[src/rtl/dm_access_ctrl.sv]
// Data-memory access controller: turns a MEM-stage load/store into a single
// bus transaction with alignment checking, lane steering, load extension and bus timeout.
module dm_access_ctrl #(
   parameter int TIMEOUT = 16
) (
   input  logic        clk,
   input  logic        reset,
   input  logic        req,
   input  logic [3:0]  op,
   input  logic [31:0] addr,
   input  logic [31:0] wdata,
   output logic        stall,
   output logic        done,
   output logic [31:0] rdata,
   output logic [1:0]  exc,
   output logic        bus_req,
   output logic        bus_we,
   output logic [3:0]  bus_be,
   output logic [31:0] bus_addr,
   output logic [31:0] bus_wdata,
   input  logic        bus_ack,
   input  logic [31:0] bus_rdata
);

   // state | meaning
   // IDLE  | waiting for a valid request; aligned -> BUS, misaligned -> RESP
   // BUS   | bus_req held, waiting for bus_ack or timeout
   // RESP  | one-cycle done strobe with rdata/exc, then back to IDLE
   typedef enum logic [1:0] {
      S_IDLE = 2'd0,
      S_BUS  = 2'd1,
      S_RESP = 2'd2
   } state_t;

   localparam logic [3:0] OP_LW  = 4'd1;
   localparam logic [3:0] OP_LH  = 4'd2;
   localparam logic [3:0] OP_LHU = 4'd3;
   localparam logic [3:0] OP_LB  = 4'd4;
   localparam logic [3:0] OP_LBU = 4'd5;
   localparam logic [3:0] OP_SW  = 4'd6;
   localparam logic [3:0] OP_SH  = 4'd7;
   localparam logic [3:0] OP_SB  = 4'd8;

   localparam logic [1:0] EXC_OK    = 2'd0;
   localparam logic [1:0] EXC_LMIS  = 2'd1;
   localparam logic [1:0] EXC_SMIS  = 2'd2;
   localparam logic [1:0] EXC_TMOUT = 2'd3;

   localparam logic [7:0] CNT_LAST = 8'(TIMEOUT - 1);

   state_t      state;
   logic [7:0]  cnt;
   logic [3:0]  lat_op;
   logic [1:0]  lat_off;

   logic        op_valid;
   logic        is_store;
   logic        is_word;
   logic        is_half;
   logic        aligned;
   logic [3:0]  next_be;
   logic [31:0] next_wdata;
   logic [7:0]  byte_sel;
   logic [15:0] half_sel;
   logic [31:0] load_data;

   always_comb begin
      op_valid = (op >= OP_LW) && (op <= OP_SB);
      is_store = (op == OP_SW) || (op == OP_SH) || (op == OP_SB);
      is_word  = (op == OP_LW) || (op == OP_SW);
      is_half  = (op == OP_LH) || (op == OP_LHU) || (op == OP_SH);

      if (is_word)
         aligned = (addr[1:0] == 2'b00);
      else if (is_half)
         aligned = (addr[0] == 1'b0);
      else
         aligned = 1'b1;

      if (is_word) begin
         next_be    = 4'b1111;
         next_wdata = wdata;
      end else if (is_half) begin
         next_be    = addr[1] ? 4'b1100 : 4'b0011;
         next_wdata = {2{wdata[15:0]}};
      end else begin
         case (addr[1:0])
            2'd0:    next_be = 4'b0001;
            2'd1:    next_be = 4'b0010;
            2'd2:    next_be = 4'b0100;
            default: next_be = 4'b1000;
         endcase
         next_wdata = {4{wdata[7:0]}};
      end
   end

   assign stall = req && op_valid && (state != S_RESP);

   // lane extraction uses the latched op/offset, not the live pipeline inputs
   always_comb begin
      case (lat_off)
         2'd0:    byte_sel = bus_rdata[7:0];
         2'd1:    byte_sel = bus_rdata[15:8];
         2'd2:    byte_sel = bus_rdata[23:16];
         default: byte_sel = bus_rdata[31:24];
      endcase
      half_sel = lat_off[1] ? bus_rdata[31:16] : bus_rdata[15:0];

      case (lat_op)
         OP_LW:   load_data = bus_rdata;
         OP_LH:   load_data = {{16{half_sel[15]}}, half_sel};
         OP_LHU:  load_data = {16'h0000, half_sel};
         OP_LB:   load_data = {{24{byte_sel[7]}}, byte_sel};
         OP_LBU:  load_data = {24'h000000, byte_sel};
         default: load_data = 32'h0000_0000;
      endcase
   end

   always_ff @(posedge clk or negedge reset) begin
      if (!reset) begin
         state     <= S_IDLE;
         cnt       <= 8'd0;
         lat_op    <= 4'd0;
         lat_off   <= 2'd0;
         done      <= 1'b0;
         rdata     <= 32'h0000_0000;
         exc       <= EXC_OK;
         bus_req   <= 1'b0;
         bus_we    <= 1'b0;
         bus_be    <= 4'b0000;
         bus_addr  <= 32'h0000_0000;
         bus_wdata <= 32'h0000_0000;
      end else begin
         done <= 1'b0;
         case (state)
            S_IDLE: begin
               if (req && op_valid) begin
                  if (aligned) begin
                     state     <= S_BUS;
                     cnt       <= 8'd0;
                     lat_op    <= op;
                     lat_off   <= addr[1:0];
                     bus_req   <= 1'b1;
                     bus_we    <= is_store;
                     bus_be    <= next_be;
                     bus_addr  <= {addr[31:2], 2'b00};
                     bus_wdata <= next_wdata;
                  end else begin
                     state <= S_RESP;
                     done  <= 1'b1;
                     rdata <= 32'h0000_0000;
                     exc   <= is_store ? EXC_SMIS : EXC_LMIS;
                  end
               end
            end
            S_BUS: begin
               if (bus_ack) begin
                  state   <= S_RESP;
                  bus_req <= 1'b0;
                  done    <= 1'b1;
                  rdata   <= load_data;
                  exc     <= EXC_OK;
               end else if (cnt == CNT_LAST) begin
                  state   <= S_RESP;
                  bus_req <= 1'b0;
                  done    <= 1'b1;
                  rdata   <= 32'h0000_0000;
                  exc     <= EXC_TMOUT;
               end else begin
                  cnt <= cnt + 8'd1;
               end
            end
            S_RESP: begin
               state <= S_IDLE;
            end
            default: begin
               state <= S_IDLE;
            end
         endcase
      end
   end

endmodule
[config.mk]
export PLATFORM = sky130hd
export DESIGN_NAME = dm_access_ctrl
export DESIGN_NICKNAME = d
export VERILOG_FILES = /design/src/rtl/dm_access_ctrl.sv
export SDC_FILE = /design/constraint.sdc
export NUM_CORES = 1
export LEC_CHECK = 0
export BUFFER_PORTS_ARGS = -buffer_cell sky130_fd_sc_hd__buf_2
export CAP_MARGIN = 40
export CORE_MARGIN = 1.5
export CORE_UTILIZATION = 54
export CTS_CLUSTER_DIAMETER = 200
export DETAILED_ROUTE_END_ITERATION = 8
export PLACE_DENSITY = 0.86
export REMOVE_ABC_BUFFERS = 1
export SETUP_SLACK_MARGIN = 0.5
export SLEW_MARGIN = 20
export SYNTH_ARGS = -nofsm -noshare
export SYNTH_HDL_FRONTEND = slang
export SYNTH_SLANG_ARGS = --single-unit
[constraint.sdc]
create_clock -name clk -period 3 [get_ports clk]
set_clock_uncertainty 0.2 [all_clocks]
set_input_delay 0.15 -clock clk [delete_from_list [all_inputs] [get_ports clk]]
set_output_delay 0.15 -clock clk [all_outputs]
set_load 0.1 [all_outputs]
==> results of run 1 <==
## flip-flops by register name, summed over array words and instances, names as in the netlist, 4 cells and up
register,count
bus_addr,30
bus_be,4
bus_wdata,32
cnt,8
lat_op,4
rdata,32
## worst max-delay path: stages
cell and delay [ps]:
dlygate4sd3_1 530, clkbuf_4 210, nor2b_2 200, nand2b_1 170
buf_6 180, buf_4 130, mux2i_1 200, nor2_1 80
a21oi_1 160, dlygate4sd3_1 580, o21ai_0 90
## power groups by stage
stage / logic (mW) / registers, mW / clock network [mW]
after floorplan: 1.12 / 6.47 / 0
after global placement: 6.08 / 2.56 / 0
after detailed placement: 6.19 / 2.59 / 0
after CTS: 6.32 / 2.59 / 2.02
after global routing: 6.75 / 2.72 / 2.13
final: 6.56 / 2.68 / 2.06
## stage by stage
step                      instance area [um^2]  power (mW)  setup WS, ps  hold WS (ps)
after floorplan                           5650        7.59         0.884          -346
after global placement                    7030        8.64           783         -40.9
after detailed placement                  7030        8.78           620         -33.1
after CTS                                 8740        10.9           582          14.6
after global routing                      8860        11.6           376          26.8
final                                     8860        11.3           490        -0.752
## synthesized netlist by cell type (2+ instances only)
cell type	count
a211oi_1	2
a21oi_1	36
a22o_1	33
and2b_1	2
buf_1	3
buf_2	14
buf_4	6
buf_6	4
clkbuf_1	20
dfrtp_1	119
inv_1	8
mux2i_1	39
mux4_2	8
nand2_1	206
nand2b_1	2
nand3_1	2
nor2_1	29
nor2b_1	5
nor3_1	4
nor3b_1	2
o21ai_0	46
o21ai_1	2
o2bb2ai_1	7
o31ai_1	5
or3_1	4
or4_1	4
## cells by family after synthesis
kind of cell	count (synthesis)	synth area share, %
AOI/OAI and AO/OA	141	15.7
adders and majority gates	1	0.212
buffers and inverters	56	4.75
DFF	119	50.5
muxes	48	9.87
other	1	0.0636
and+or+nand+nor	268	18.9
## final cells by class
cell class	count	area, um^2	area share [%]
repair buffers	342	2380	26.9
inverters	9	37.5	0.424
repair inverters	1	5.00	0.0565
clock buffers	19	442	4.99
multi-input cells	460	2700	30.5
clock inverters	13	146	1.65
flip-flops and latches	119	2980	33.6
well taps	136	170	1.92
## metal layers
layer,wire (um),up-vias,part of all wire [%],global-route usage [%]
met5,0,-,0,0
met4,1250,0,5.3,18.3
met3,2760,150,12,12.2
met2,11500,638,49,66.9
met1,8130,3158,34,45.0
li1,-,2807,-,-
## worst max-delay path by stage
stage                     cells after the start       from       endpoint  slack, ps
after detailed placement                      6  lat_op[1]      rdata[30]        620
after global routing                         10      op[2]  bus_wdata[24]        380
after floorplan                               6     cnt[0]         exc[0]        0.9
after CTS                                    11      op[2]  bus_wdata[26]        580
final                                        11      op[2]  bus_wdata[25]        490
after global placement                        6  lat_op[1]      rdata[17]        780
## repair_timing
| action | in CTS | in global routing |
|---|---|---|
| hold buffers | 111 | 0 |
| resized for setup | 0 | 13 |
| buffers inserted | 0 | 8 |
| endpoints found under the setup margin | 0 | 50 |
| hold endpoints to repair | 229 | 0 |
## placed cells by master (no fill, tap or decap), drive strengths merged, types with 4 or more instances in the layout
| cell | n |
|---|---|
| o31ai | 6 |
| dfrtp | 119 |
| clkbuf | 20 |
| nor3 | 4 |
| nand2 | 206 |
| nor2b | 5 |
| a22o | 33 |
| mux2i | 39 |
| mux4 | 8 |
| dlygate4sd3 | 110 |
| nor2 | 29 |
| clkinv | 4 |
| buf | 231 |
| a21oi | 36 |
| o21ai | 48 |
| inv | 10 |
| or3 | 4 |
| o2bb2ai | 7 |
| or4 | 4 |
| clkinvlp | 7 |
==> impl_results.md, run 1 <==
- Clk sink count: 119
- Setup tns final: 0 ps
- Buffers on Ports: 207
- CTS buffer count: 17
- Final setup violation count: 0
- Crit path arrival time: 2690 ps
- Final Util: 84.7%
- Yosys top cell area share: 50.5%
- Failing checks: negative hold slack
- Die area: 0.0116 mm^2
- Synth area leader: dfrtp_1
- # DRC: 0
- P_leak: 4.66 nW
- Drt pass-1 iters: 6
- Syn Std Cell Area: 0.00589 mm^2
- CTS Buffer Depth: 2
- Crit start category: input pin
- Yosys warns: 0
- Synth Flop Type: dfrtp_1
- Via-to-Cell Ratio: 6.14
- Hold Path Class: input pin to asynchronous set/reset pin
- Layout area overhead: 50.3%
- Synth async-reset ratio: 100%
- FILL cells: 540
- First-pass GRT wire length: 34400 um
- Minimum clock period: 2510 ps
- Post-DRT Antenna Nets: 0
- CP endpoint kind: flip-flop
- Gr usage total: 39.2%
- Synth area leaders: dfrtp_1, nand2_1, mux2i_1
- Initial DRC Count: 879
- Clock Root Buffer: clkbuf_8
- Reg power frac: 23.7%
- Worst-path fanout max: 10
- Maxcap violations: 0
- Gate count after technology mapping: 634
- Io pins: 210
- Combinational share of power: 58.0%
- Dpl hpwl: 11900 um
- Initial antenna violation count: 0
- EDFF count, synth: 0
- RSZ-0062 raised after global routing: true
- Die width: 107 um
- Crit path required time: 3180 ps
- Sequential fraction of the synthesis area: 50.5%
- Clk slew on worst S/H paths: 70 ps
- Initial Utilization: 56.3%
- R2R Setup Slk: 620 ps
- Largest net degree at the start of global routing: 58
- Yosys cell types: 48
- Final cell count without fillers: 1099
- Placeable Area: 0.0105 mm^2
- Die H: 107 um
- Routed WL per cell: 21.5 um
- NumNets Final: 1055
- Mean post-synth cell area: 9.30 um^2
- Fraction of layout cells with a size suffix above 1: 30.3%
- Vias in the first global route: 6619
- FF-to-FF path depth: 6
- Fmax: 0.398 GHz
- H-tree levels: 4
- Final hold vios: 2
- Worst slew pin tran: 561 ps
- Switch Pwr: 6.72 mW
- Placer's final routability congestion estimate: 0.872
- Worst r2r src: cnt[4]
- Placed cells: 947
- Fin Hold WS: -0.752 ps
- Antenna cells: 0
- Sw Ratio: 59.4%
- Total wire length: 23700 um
- Seq cells post-synth: 119
- Clock Power Share: 18.3%
- Routed via count: 6753
- CTS tree: yes
- Grt ovf: 0
- Slew Viols, Final: 0
- Cell Int Power: 4.59 mW
- Final period utilization: 83.7%
- VDD IR-drop max: 1.02 mV
- # rows: 37
- Later-pin clock latency in the skew report: 530 ps
- WS Path Type: input pin to flip-flop
- Max-Slew Margin vs Limit: 62.6%
- Worst R2R End: rdata[17]
- Status: finished, violations left
- Pwr dens: 1280 mW/mm^2
Power figures use the tool's default switching activity.
==> run 2, diff against run 1 <==
--- a/config.mk
+++ b/config.mk
@@ -8,10 +8,10 @@
 export BUFFER_PORTS_ARGS = -buffer_cell sky130_fd_sc_hd__buf_2
 export CAP_MARGIN = 40
 export CORE_MARGIN = 1.5
-export CORE_UTILIZATION = 54
+export CORE_UTILIZATION = 45
 export CTS_CLUSTER_DIAMETER = 200
 export DETAILED_ROUTE_END_ITERATION = 8
-export PLACE_DENSITY = 0.86
+export PLACE_DENSITY = 0.76
 export REMOVE_ABC_BUFFERS = 1
 export SETUP_SLACK_MARGIN = 0.5
 export SLEW_MARGIN = 20
==> constraint.sdc (replaced) <==
create_clock -name clk -period 2.28 [get_ports clk]
set_clock_uncertainty 0.2 [all_clocks]
set_input_delay 0.114 -clock clk [delete_from_list [all_inputs] [get_ports clk]]
set_output_delay 0.114 -clock clk [all_outputs]
set_load 0.1 [all_outputs]
==> impl_results.md, run 2 (synthesis results as in run 1) <==
- Post-DRT Antenna Nets: 0 (unchanged)
- CTS tree: yes
- Critical-path top delay cell: or4_4
- Drt pass-1 iters: 6 (unchanged)
- Max-Slew Margin vs Limit: 59.2% (-3.4 points)
- Final Util: 71.6% (-13 points)
- Final setup violation count: 0 (unchanged)
- Worst r2r src: cnt[4]
- Die area: 0.0138 mm^2 (+19%)
- NumNets Final: 1061 (+0.57%)
- Worst-path fanout max: 19 (+9)
- CP endpoint kind: flip-flop
- Layout area overhead: 54.5%
- CP startpoint: cnt[4]
- Top delay family on crit path: simple AND/OR/NAND/NOR gates
- Io pins: 210 (unchanged)
- Via-to-Cell Ratio: 5.36 (-13%)
- Fraction of layout cells with a size suffix above 1: 32.0% (+1.7 points)
- CTS buffer count: 17 (unchanged)
- Fin Hold WS: 13.3 ps (+14.1 ps)
- Gr usage total: 29.2% (-10 points)
- H-tree levels: 4 (unchanged)
- Placer's final routability congestion estimate: 0.891 (+2.2%)
- Final hold vios: 0 (-2)
- CP bufs+invs: 1 (-4)
- Pwr dens: 1640 mW/mm^2 (+29%)
- Dpl hpwl: 11600 um (-2.7%)
- VDD IR-drop max: 1.59 mV (+56%)
- Most frequent cells in the layout: nand2_1, buf_2, dfrtp_1, dlygate4sd3_1, o21ai_0
- Crit path arrival time: 2160 ps (-530 ps)
- Worst slew pin tran: 612 ps (+51.3 ps)
- Initial Utilization: 46.3% (-10 points)
- Worst Hold Launch: bus_rdata[8]
- Clk slew on worst S/H paths: 50 ps (-20 ps)
- P_leak: 4.78 nW (+2.4%)
- Routed via count: 6125 (-9.3%)
- WS Path Type: flip-flop to flip-flop
- Clk sink count: 119 (unchanged)
- Status: complete, no violations
- Buffers on Ports: 207 (unchanged)
- Grt ovf: 0 (unchanged)
- Setup tns final: 0 ps (unchanged)
- # DRC: 0 (unchanged)
- CTS Buffer Depth: 2 (unchanged)
- Routed WL per cell: 17.5 um (-19%)
- Crit path required time: 2370 ps (-810 ps)
- Total wire length: 20000 um (-16%)
- Die width: 117 um (+9.3%)
- Die H: 117 um (+9.3%)
- RSZ-0062 raised after global routing: true
- First-pass GRT wire length: 32000 um (-7.0%)
- Initial DRC Count: 545 (-38%)
- Largest registers: bus_wdata: 32 flops, rdata: 32 flops, bus_addr: 30 flops
- Crit start category: flip-flop
- Initial antenna violation count: 1 (+1)
- Vias in the first global route: 6368 (-3.8%)
- Biggest cell delay along the critical path: 560 ps (-20 ps)
- Hold Path Class: input pin to flip-flop
- Final period utilization: 90.8%
- Slew Viols, Final: 0 (unchanged)
- Largest net degree at the start of global routing: 64 (+10%)
- Later-pin clock latency in the skew report: 410 ps (-120 ps)
- Fmax: 0.483 GHz
- # rows: 41 (+11%)
- Minimum clock period: 2070 ps
- CP Cell Sequence: or4_4 -> nor2_4 -> o21ai_4 -> a21boi_4 -> buf_12 -> a22o_1
- Clock Root Buffer: clkbuf_16
- Placeable Area: 0.0127 mm^2 (+22%)
- Maxcap violations: 0 (unchanged)
[run 2: per-layer routing]
layer / part of all wire (%) / vias to the layer above / track usage [%]
li1: - / 2816 / -
met4: 3.0 / 0 / 12.8
met5: 0 / - / 0
met3: 8.3 / 55 / 8.82
met2: 50 / 335 / 49.5
met1: 39 / 2919 / 34.6
[run 2: worst reg2reg max path, stage by stage, from the launching register on]
cell	delay (ps)
dfrtp_1	390
or4_4	560
nor2_4	140
o21ai_4	80
a21boi_4	180
buf_12	170
a22o_1	240
[run 2: path summary, 6_finish.rpt]
path,slack (ps),depth (start not counted),to
worst min register to register,270,2,bus_addr[27]
worst min-delay path,10,4,rdata[8]
worst max register to register,210,6,rdata[7]
max in group asynchronous,1180,3,lat_op[2]
min in group asynchronous,70,2,cnt[5]
worst max-delay path,210,6,rdata[7]
[run 2: cell type report]
type	instances	area [um^2]
fillers	902	3620
flip-flops and latches	119	2980
multi-input cells	460	2740
repair buffers	349	2470
clock buffers	20	457
well taps	172	215
clock inverters	12	199
inverters	9	36.3
diodes	1	2.50
[run 2: where the power goes]
part | internal [mW] | switching (mW)
logic | 1.65 | 6.93
registers | 2.89 | 0.535
clock network | 1.99 | 0.978
total | 6.53 | 8.44
[run 2: stage by stage]
step                area (um^2)  instances  total power [mW]  setup slack [ps]
CTS                        9010       1135              14.8               227
global route               9100       1142              15.5               181
floorplan                  5650        588              9.99              -719
global placement           7150        988              11.5               152
detailed placement         7160        989              11.6              77.7
finish                     9100       1142              15.0               211
[run 2: timing repair]
action	CTS	global route
endpoints found under the hold margin	226	0
hold buffers	104	0
gates resized for setup	20	8
setup buffers	9	6
gates cloned	1	0
setup endpoints to repair	67	120
pin swaps	7	8
